[config.mk]
export PLATFORM = sky130hd
export DESIGN_NAME = spi_slave_flat
export DESIGN_NICKNAME = d
export VERILOG_FILES = /design/src/rtl/spi_if.sv /design/src/rtl/spi_slave.sv /design/src/flat_wrapper.sv
export SDC_FILE = /design/constraint.sdc
export NUM_CORES = 1
export LEC_CHECK = 0
export BUFFER_PORTS_ARGS = -buffer_cell sky130_fd_sc_hd__buf_2
export CELL_PAD_IN_SITES_DETAIL_PLACEMENT = 0
export CELL_PAD_IN_SITES_GLOBAL_PLACEMENT = 2
export CORE_ASPECT_RATIO = 0.6
export CORE_MARGIN = 5
export CORE_UTILIZATION = 35
export CTS_BUF_LIST = sky130_fd_sc_hd__clkbuf_8
export DETAILED_ROUTE_END_ITERATION = 7
export PLACE_DENSITY_LB_ADDON = 0.05
export RECOVER_POWER = 50
export SLEW_MARGIN = 0
export SYNTH_ARGS = -nofsm -noshare
export SYNTH_HDL_FRONTEND = slang
export SYNTH_SLANG_ARGS = --single-unit
[constraint.sdc]
create_clock -name clk -period 5.25 [get_ports clk]
set_clock_uncertainty 0.05 [all_clocks]
set_input_delay 0.2625 -clock clk [delete_from_list [all_inputs] [get_ports clk]]
set_output_delay 0.2625 -clock clk [all_outputs]
set_load 0.005 [all_outputs]
[src/rtl/spi_if.sv]
// SPI slave bus: serial pins toward the master plus the parallel frame/readback
// path toward the RAM stage.
interface spi_if;
  logic       SS_n;
  logic       MOSI;
  logic       MISO;
  logic [9:0] rx_data;
  logic       rx_valid;
  logic [7:0] tx_data;
  logic       tx_valid;

  modport slave (
    input  SS_n, MOSI, tx_data, tx_valid,
    output MISO, rx_data, rx_valid
  );

  modport master (
    output SS_n, MOSI, tx_data, tx_valid,
    input  MISO, rx_data, rx_valid
  );
endinterface

[src/rtl/spi_slave.sv]
// SPI slave front end: assembles 10-bit command frames from MOSI for the RAM
// stage and serialises 8-bit read data back on MISO.
module spi_slave (
  input  logic     clk,
  input  logic     rst_n,
  spi_if.slave     bus
);

  typedef enum logic [2:0] {
    IDLE,
    CHK_CMD,
    WRITE,
    READ_ADD,
    READ_DATA
  } state_t;

  // Progress inside a data state: shifting the frame in, waiting for RAM read
  // data, shifting it out, or finished and ignoring MOSI until SS_n rises.
  typedef enum logic [1:0] {
    PH_SHIFT_IN,
    PH_WAIT_TX,
    PH_SHIFT_OUT,
    PH_DONE
  } phase_t;

  state_t     state, next_state;
  phase_t     phase, next_phase;

  logic [3:0] bit_cnt;
  logic [8:0] shift_reg;
  logic [7:0] tx_shift;
  logic       rd_addr_flag;
  logic       in_data_state;
  logic       frame_last;

  assign in_data_state = (state == WRITE) || (state == READ_ADD) || (state == READ_DATA);
  assign frame_last    = in_data_state && (phase == PH_SHIFT_IN) && (bit_cnt == 4'd8);

  // NOTE: sequential state uses non-blocking assignments so every register
  // samples pre-edge values regardless of statement order.
  always_ff @(posedge clk or negedge rst_n) begin
    if (!rst_n) begin
      state <= IDLE;
      phase <= PH_SHIFT_IN;
    end else begin
      state <= next_state;
      phase <= next_phase;
    end
  end

  // NOTE: defaults come first so every path assigns every output and no latch
  // is inferred.
  always_comb begin
    next_state = state;
    next_phase = phase;
    if (bus.SS_n) begin
      next_state = IDLE;
      next_phase = PH_SHIFT_IN;
    end else begin
      unique case (state)
        IDLE: begin
          next_state = CHK_CMD;
          next_phase = PH_SHIFT_IN;
        end
        CHK_CMD: begin
          next_phase = PH_SHIFT_IN;
          if (!bus.MOSI)         next_state = WRITE;
          else if (rd_addr_flag) next_state = READ_DATA;
          else                   next_state = READ_ADD;
        end
        WRITE, READ_ADD, READ_DATA: begin
          unique case (phase)
            PH_SHIFT_IN: begin
              if (bit_cnt == 4'd8)
                next_phase = (state == READ_DATA) ? PH_WAIT_TX : PH_DONE;
            end
            PH_WAIT_TX: begin
              if (bus.tx_valid) next_phase = PH_SHIFT_OUT;
            end
            PH_SHIFT_OUT: begin
              if (bit_cnt == 4'd8) next_phase = PH_DONE;
            end
            PH_DONE: next_phase = PH_DONE;
            default: next_phase = PH_SHIFT_IN;
          endcase
        end
        default: begin
          next_state = IDLE;
          next_phase = PH_SHIFT_IN;
        end
      endcase
    end
  end

  always_ff @(posedge clk or negedge rst_n) begin
    if (!rst_n) begin
      bit_cnt      <= 4'd0;
      shift_reg    <= 9'd0;
      tx_shift     <= 8'd0;
      rd_addr_flag <= 1'b0;
      bus.rx_data  <= 10'h000;
      bus.rx_valid <= 1'b0;
      bus.MISO     <= 1'b0;
    end else begin
      bus.rx_valid <= 1'b0;
      bus.MISO     <= 1'b0;
      if (bus.SS_n) begin
        // Abort: partial frame and pending shift-out are dropped, flag kept.
        bit_cnt <= 4'd0;
      end else begin
        unique case (state)
          IDLE: bit_cnt <= 4'd0;
          CHK_CMD: begin
            bit_cnt   <= 4'd0;
            shift_reg <= {8'd0, bus.MOSI};
          end
          WRITE, READ_ADD, READ_DATA: begin
            unique case (phase)
              PH_SHIFT_IN: begin
                if (frame_last) begin
                  bus.rx_data  <= {shift_reg, bus.MOSI};
                  bus.rx_valid <= 1'b1;
                  bit_cnt      <= 4'd0;
                  if (state == READ_ADD) rd_addr_flag <= 1'b1;
                end else begin
                  shift_reg <= {shift_reg[7:0], bus.MOSI};
                  bit_cnt   <= bit_cnt + 4'd1;
                end
              end
              PH_WAIT_TX: begin
                if (bus.tx_valid) tx_shift <= bus.tx_data;
              end
              PH_SHIFT_OUT: begin
                if (bit_cnt == 4'd8) begin
                  rd_addr_flag <= 1'b0;
                  bit_cnt      <= 4'd0;
                end else begin
                  bus.MISO <= tx_shift[7];
                  tx_shift <= {tx_shift[6:0], 1'b0};
                  bit_cnt  <= bit_cnt + 4'd1;
                end
              end
              default: bit_cnt <= bit_cnt;
            endcase
          end
          default: bit_cnt <= 4'd0;
        endcase
      end
    end
  end

endmodule

[src/flat_wrapper.sv]
// flat-port wrapper written by rule: the top's interface ports become plain ports
module spi_slave_flat 
  (clk, rst_n, bus_SS_n, bus_MOSI, bus_tx_data, bus_tx_valid, bus_MISO, bus_rx_data, bus_rx_valid);
  spi_if bus_i ();
  input  logic clk;
  input  logic rst_n;
  input wire logic [$bits(bus_i.SS_n)-1:0] bus_SS_n;
  input wire logic [$bits(bus_i.MOSI)-1:0] bus_MOSI;
  input wire logic [$bits(bus_i.tx_data)-1:0] bus_tx_data;
  input wire logic [$bits(bus_i.tx_valid)-1:0] bus_tx_valid;
  output wire logic [$bits(bus_i.MISO)-1:0] bus_MISO;
  output wire logic [$bits(bus_i.rx_data)-1:0] bus_rx_data;
  output wire logic [$bits(bus_i.rx_valid)-1:0] bus_rx_valid;
  assign bus_i.SS_n = bus_SS_n;
  assign bus_i.MOSI = bus_MOSI;
  assign bus_i.tx_data = bus_tx_data;
  assign bus_i.tx_valid = bus_tx_valid;
  assign bus_MISO = bus_i.MISO;
  assign bus_rx_data = bus_i.rx_data;
  assign bus_rx_valid = bus_i.rx_valid;
  spi_slave u_core (.clk(clk), .rst_n(rst_n), .bus(bus_i));
endmodule
==> summary.txt <==
Run status
  – Outcome: finished, violations left
  – Failing checks: max-capacitance violations, max-slew violations

Timing
  – Tmin final: 2457 ps
  – Sum Neg Setup Slack: 0 ps
  – RSZ-0062 raised after global routing: no
  – Final Slew Violations: 40
  – Final hold vios: 0
  – Setup ws final: 2793 ps
  – Fmax: 407.0 MHz
  – Min Hold Slack: 176.2 ps
  – Crit share post-route: 46.80%
  – Endpoints failing setup: 0
  – Slew headroom: -41.79%
  – Tightest Pin Transition: 2127 ps

Synthesis
  – Synth top area share: 52.74%
  – Post-synth EDFFs: 0
  – Avg Inst Size Synth: 11.57 sq um
  – Sequential cell area fraction in the yosys report: 52.74%
  – Yosys top cell by area: dfrtp_1
  – Synth top area cells: dfrtp_1, mux2i_1, mux2_4, a21oi_1, mux2_2
  – Cell with the most instances after synthesis: dfrtp_1
  – Synth cell types: 32
  – Number of synthesis warnings: 0
  – FF+latch count, synth: 39
  – Most frequent cells after synthesis: dfrtp_1, a21oi_1, mux2i_1
  – Main synth FF type: dfrtp_1
  – Async SR Flop Fraction: 100.0%
  – Syn Inst Count: 160
  – Syn nets: 175
  – Post-Syn Area: 1851 sq um

Floorplanning
  – Vert. Die Dim: 66.33 um
  – Core box area: 5080 sq um
  – Width of the die: 103.9 um
  – Initial Utilization: 36.43%
  – Number of top-level pins: 25
  – Die Area: 6889 sq um
  – FP Rows: 20

Power
  – Total power draw: 556.0 uW
  – Leak pwr: 0.001021 uW
  – Peak supply drop: 0.09267 mV
  – PwrDens: 268.3 nW/um^2

Drt
  – WL final: 3662 um
  – Antenna-violating nets left: 0
  – Drt pass-1 iters: 4
  – Avg Vias per Cell: 4.880
  – Initial DRC Count: 22
  – WL/cell: 14.65 um
  – Vias post-DR: 1220
  – Residual DRC: 0

Worst setup path
  – CP peak stage delay: 720 ps
  – Kind of cell adding the most delay to the critical path: simple AND/OR/NAND/NOR gates
  – CP Max Fanout: 14
  – Type of the worst setup path: flop to flop
  – R2R Path Start: u_core.phase[0]
  – Crit path cell chain: nor2b_1 -> a21o_1 -> and2_1 -> mux2_2
  – RR Endpoint: u_core.tx_shift[5]
  – Kind of end point of the critical path: flop
  – Critical path arrival: 2570 ps
  – Critical Path Source Type: flop
  – Critical Path Slowest Stage Cell: nor2b_1
  – Setup slack, reg-to-reg: 2790 ps
  – CP Buf/Inv Count: 0
  – WP data required: 5360 ps
  – Worst r2r path cells: 4

Global route
  – Tot GR Track Use: 11.63%
  – First-pass GRT wire length: 6313 um
  – Vias in the first global route: 1278
  – Congestion Overflow GR: 0
  – Initial antenna violation count: 0
  – Largest net degree at the start of global routing: 40

Placement
  – DP HPWL: 2559 um
  – GPL Wtd Cong: 0.7306
  – IO Port Bufs: 24
  – DP Worst Slack: 2807 ps

Final layout
  – Area of the multi-input gates: 778.2 sq um
  – Max reg flops: 10
  – Register Area: 975.9 sq um
  – Ratio of cells with drive above 1 in the final layout: 24.46%
  – # fillers: 476
  – Fin nets: 200
  – P&R area growth vs syn: 11.97%
  – Final Core Density: 40.79%
  – Inserted Diodes: 0

Clocking
  – Hold Buf Count CTS: 0
  – Worst-Skew Late Latency: 280 ps
  – H-tree depth: 2
  – CTS resizes: 0
  – Root buf cell: clkbuf_8
  – CTS Buffer Depth: 2
  – CTS tree: built
  – Clock Sinks: 39
  – Clock-pin slew on the worst setup and hold paths: 80 ps
  – CTS Buf Count: 5
  – Post-CTS setup buffers: 0

Worst hold path
  – Hold Crit Class: primary input to flop
  – Hold endpoint: u_core.tx_shift[0]
  – Hold_sp: bus_tx_data[0]
  – WHS Path Cells: 3

Run
  – Number of max-cap violations: 1
-- worst register-to-register path, cell delays in order (launching register included) --
cell and delay (ps):
dfrtp_1 530, nor2b_1 720, a21o_1 310, and2_1 340, mux2_2 380
-- metrics by stage --
step / cells / cell area [sq um]
floorplan: 160 / 1851
global placement: 244 / 2002
detailed placement: 244 / 2002
CTS: 250 / 2074
global route: 250 / 2072
finish: 250 / 2072
-- per-layer routing --
metal,track usage [%],vias to the layer above,share of wire [%]
met5,0,-,0
met4,2.908,0,0.22
met3,3.902,2,4.3
met2,16.11,21,42
met1,17.16,601,54
li1,-,596,-
-- cells in the final DEF, fill, tap and decap left out, drive strengths merged, types with 2 or more instances in the layout --
cell | netlist | routed
buf | 4 | 22
nor3 | 7 | 7
a21oi | 17 | 17
and3b | 2 | 2
inv | 12 | 13
dfrtp | 39 | 39
ha | 2 | 2
clkbuf | 2 | 7
nand3 | 4 | 4
and2 | 2 | 2
nor2 | 8 | 8
nand2 | 11 | 11
nand3b | 3 | 3
o21ai | 5 | 5
nand2b | 2 | 2
mux2i | 16 | 16
mux2 | 14 | 14
a21o | 2 | 2
-- power by group --
part	switching [uW]	leakage, uW	internal (uW)
sequential	13.4	0.000531	315
combinational	27.6	0.000448	18.9
clock	94.2	0.0000413	86.6
-- worst max path at each step --
| stage | startpoint | to | depth (start not counted) |
|---|---|---|---|
| after CTS | u_core.phase[0] | u_core.tx_shift[5] | 4 |
| after global routing | u_core.phase[0] | u_core.tx_shift[6] | 4 |
| after global placement | u_core.phase[0] | u_core.tx_shift[6] | 4 |
| after detailed placement | u_core.phase[0] | u_core.tx_shift[5] | 4 |
| final | u_core.phase[0] | u_core.tx_shift[5] | 4 |
| after floorplan | u_core.state[0] | u_core.bus.rx_data[1] | 6 |
-- cells by family (layout without fill, tap and decap cells) --
| family | Yosys count | after routing | share of synthesized area (%) |
|---|---|---|---|
| flops | 39 | 39 | 52.74 |
| fa+ha+maj | 2 | 2 | 1.352 |
| compound gates | 27 | 27 | 8.655 |
| buf+inv | 18 | 42 | 5.206 |
| simple gates | 44 | 44 | 13.05 |
| mux | 30 | 30 | 19.00 |
-- layout make-up --
class	count	share of cell area, %
flip-flops and latches	39	47.10
repair buffers	24	5.676
multi-input cells	103	37.56
inverters	12	2.174
well taps	66	3.986
clock buffers	5	3.321
clock inverters	1	0.1812
Note: power is estimated with default switching activity, not from simulation.
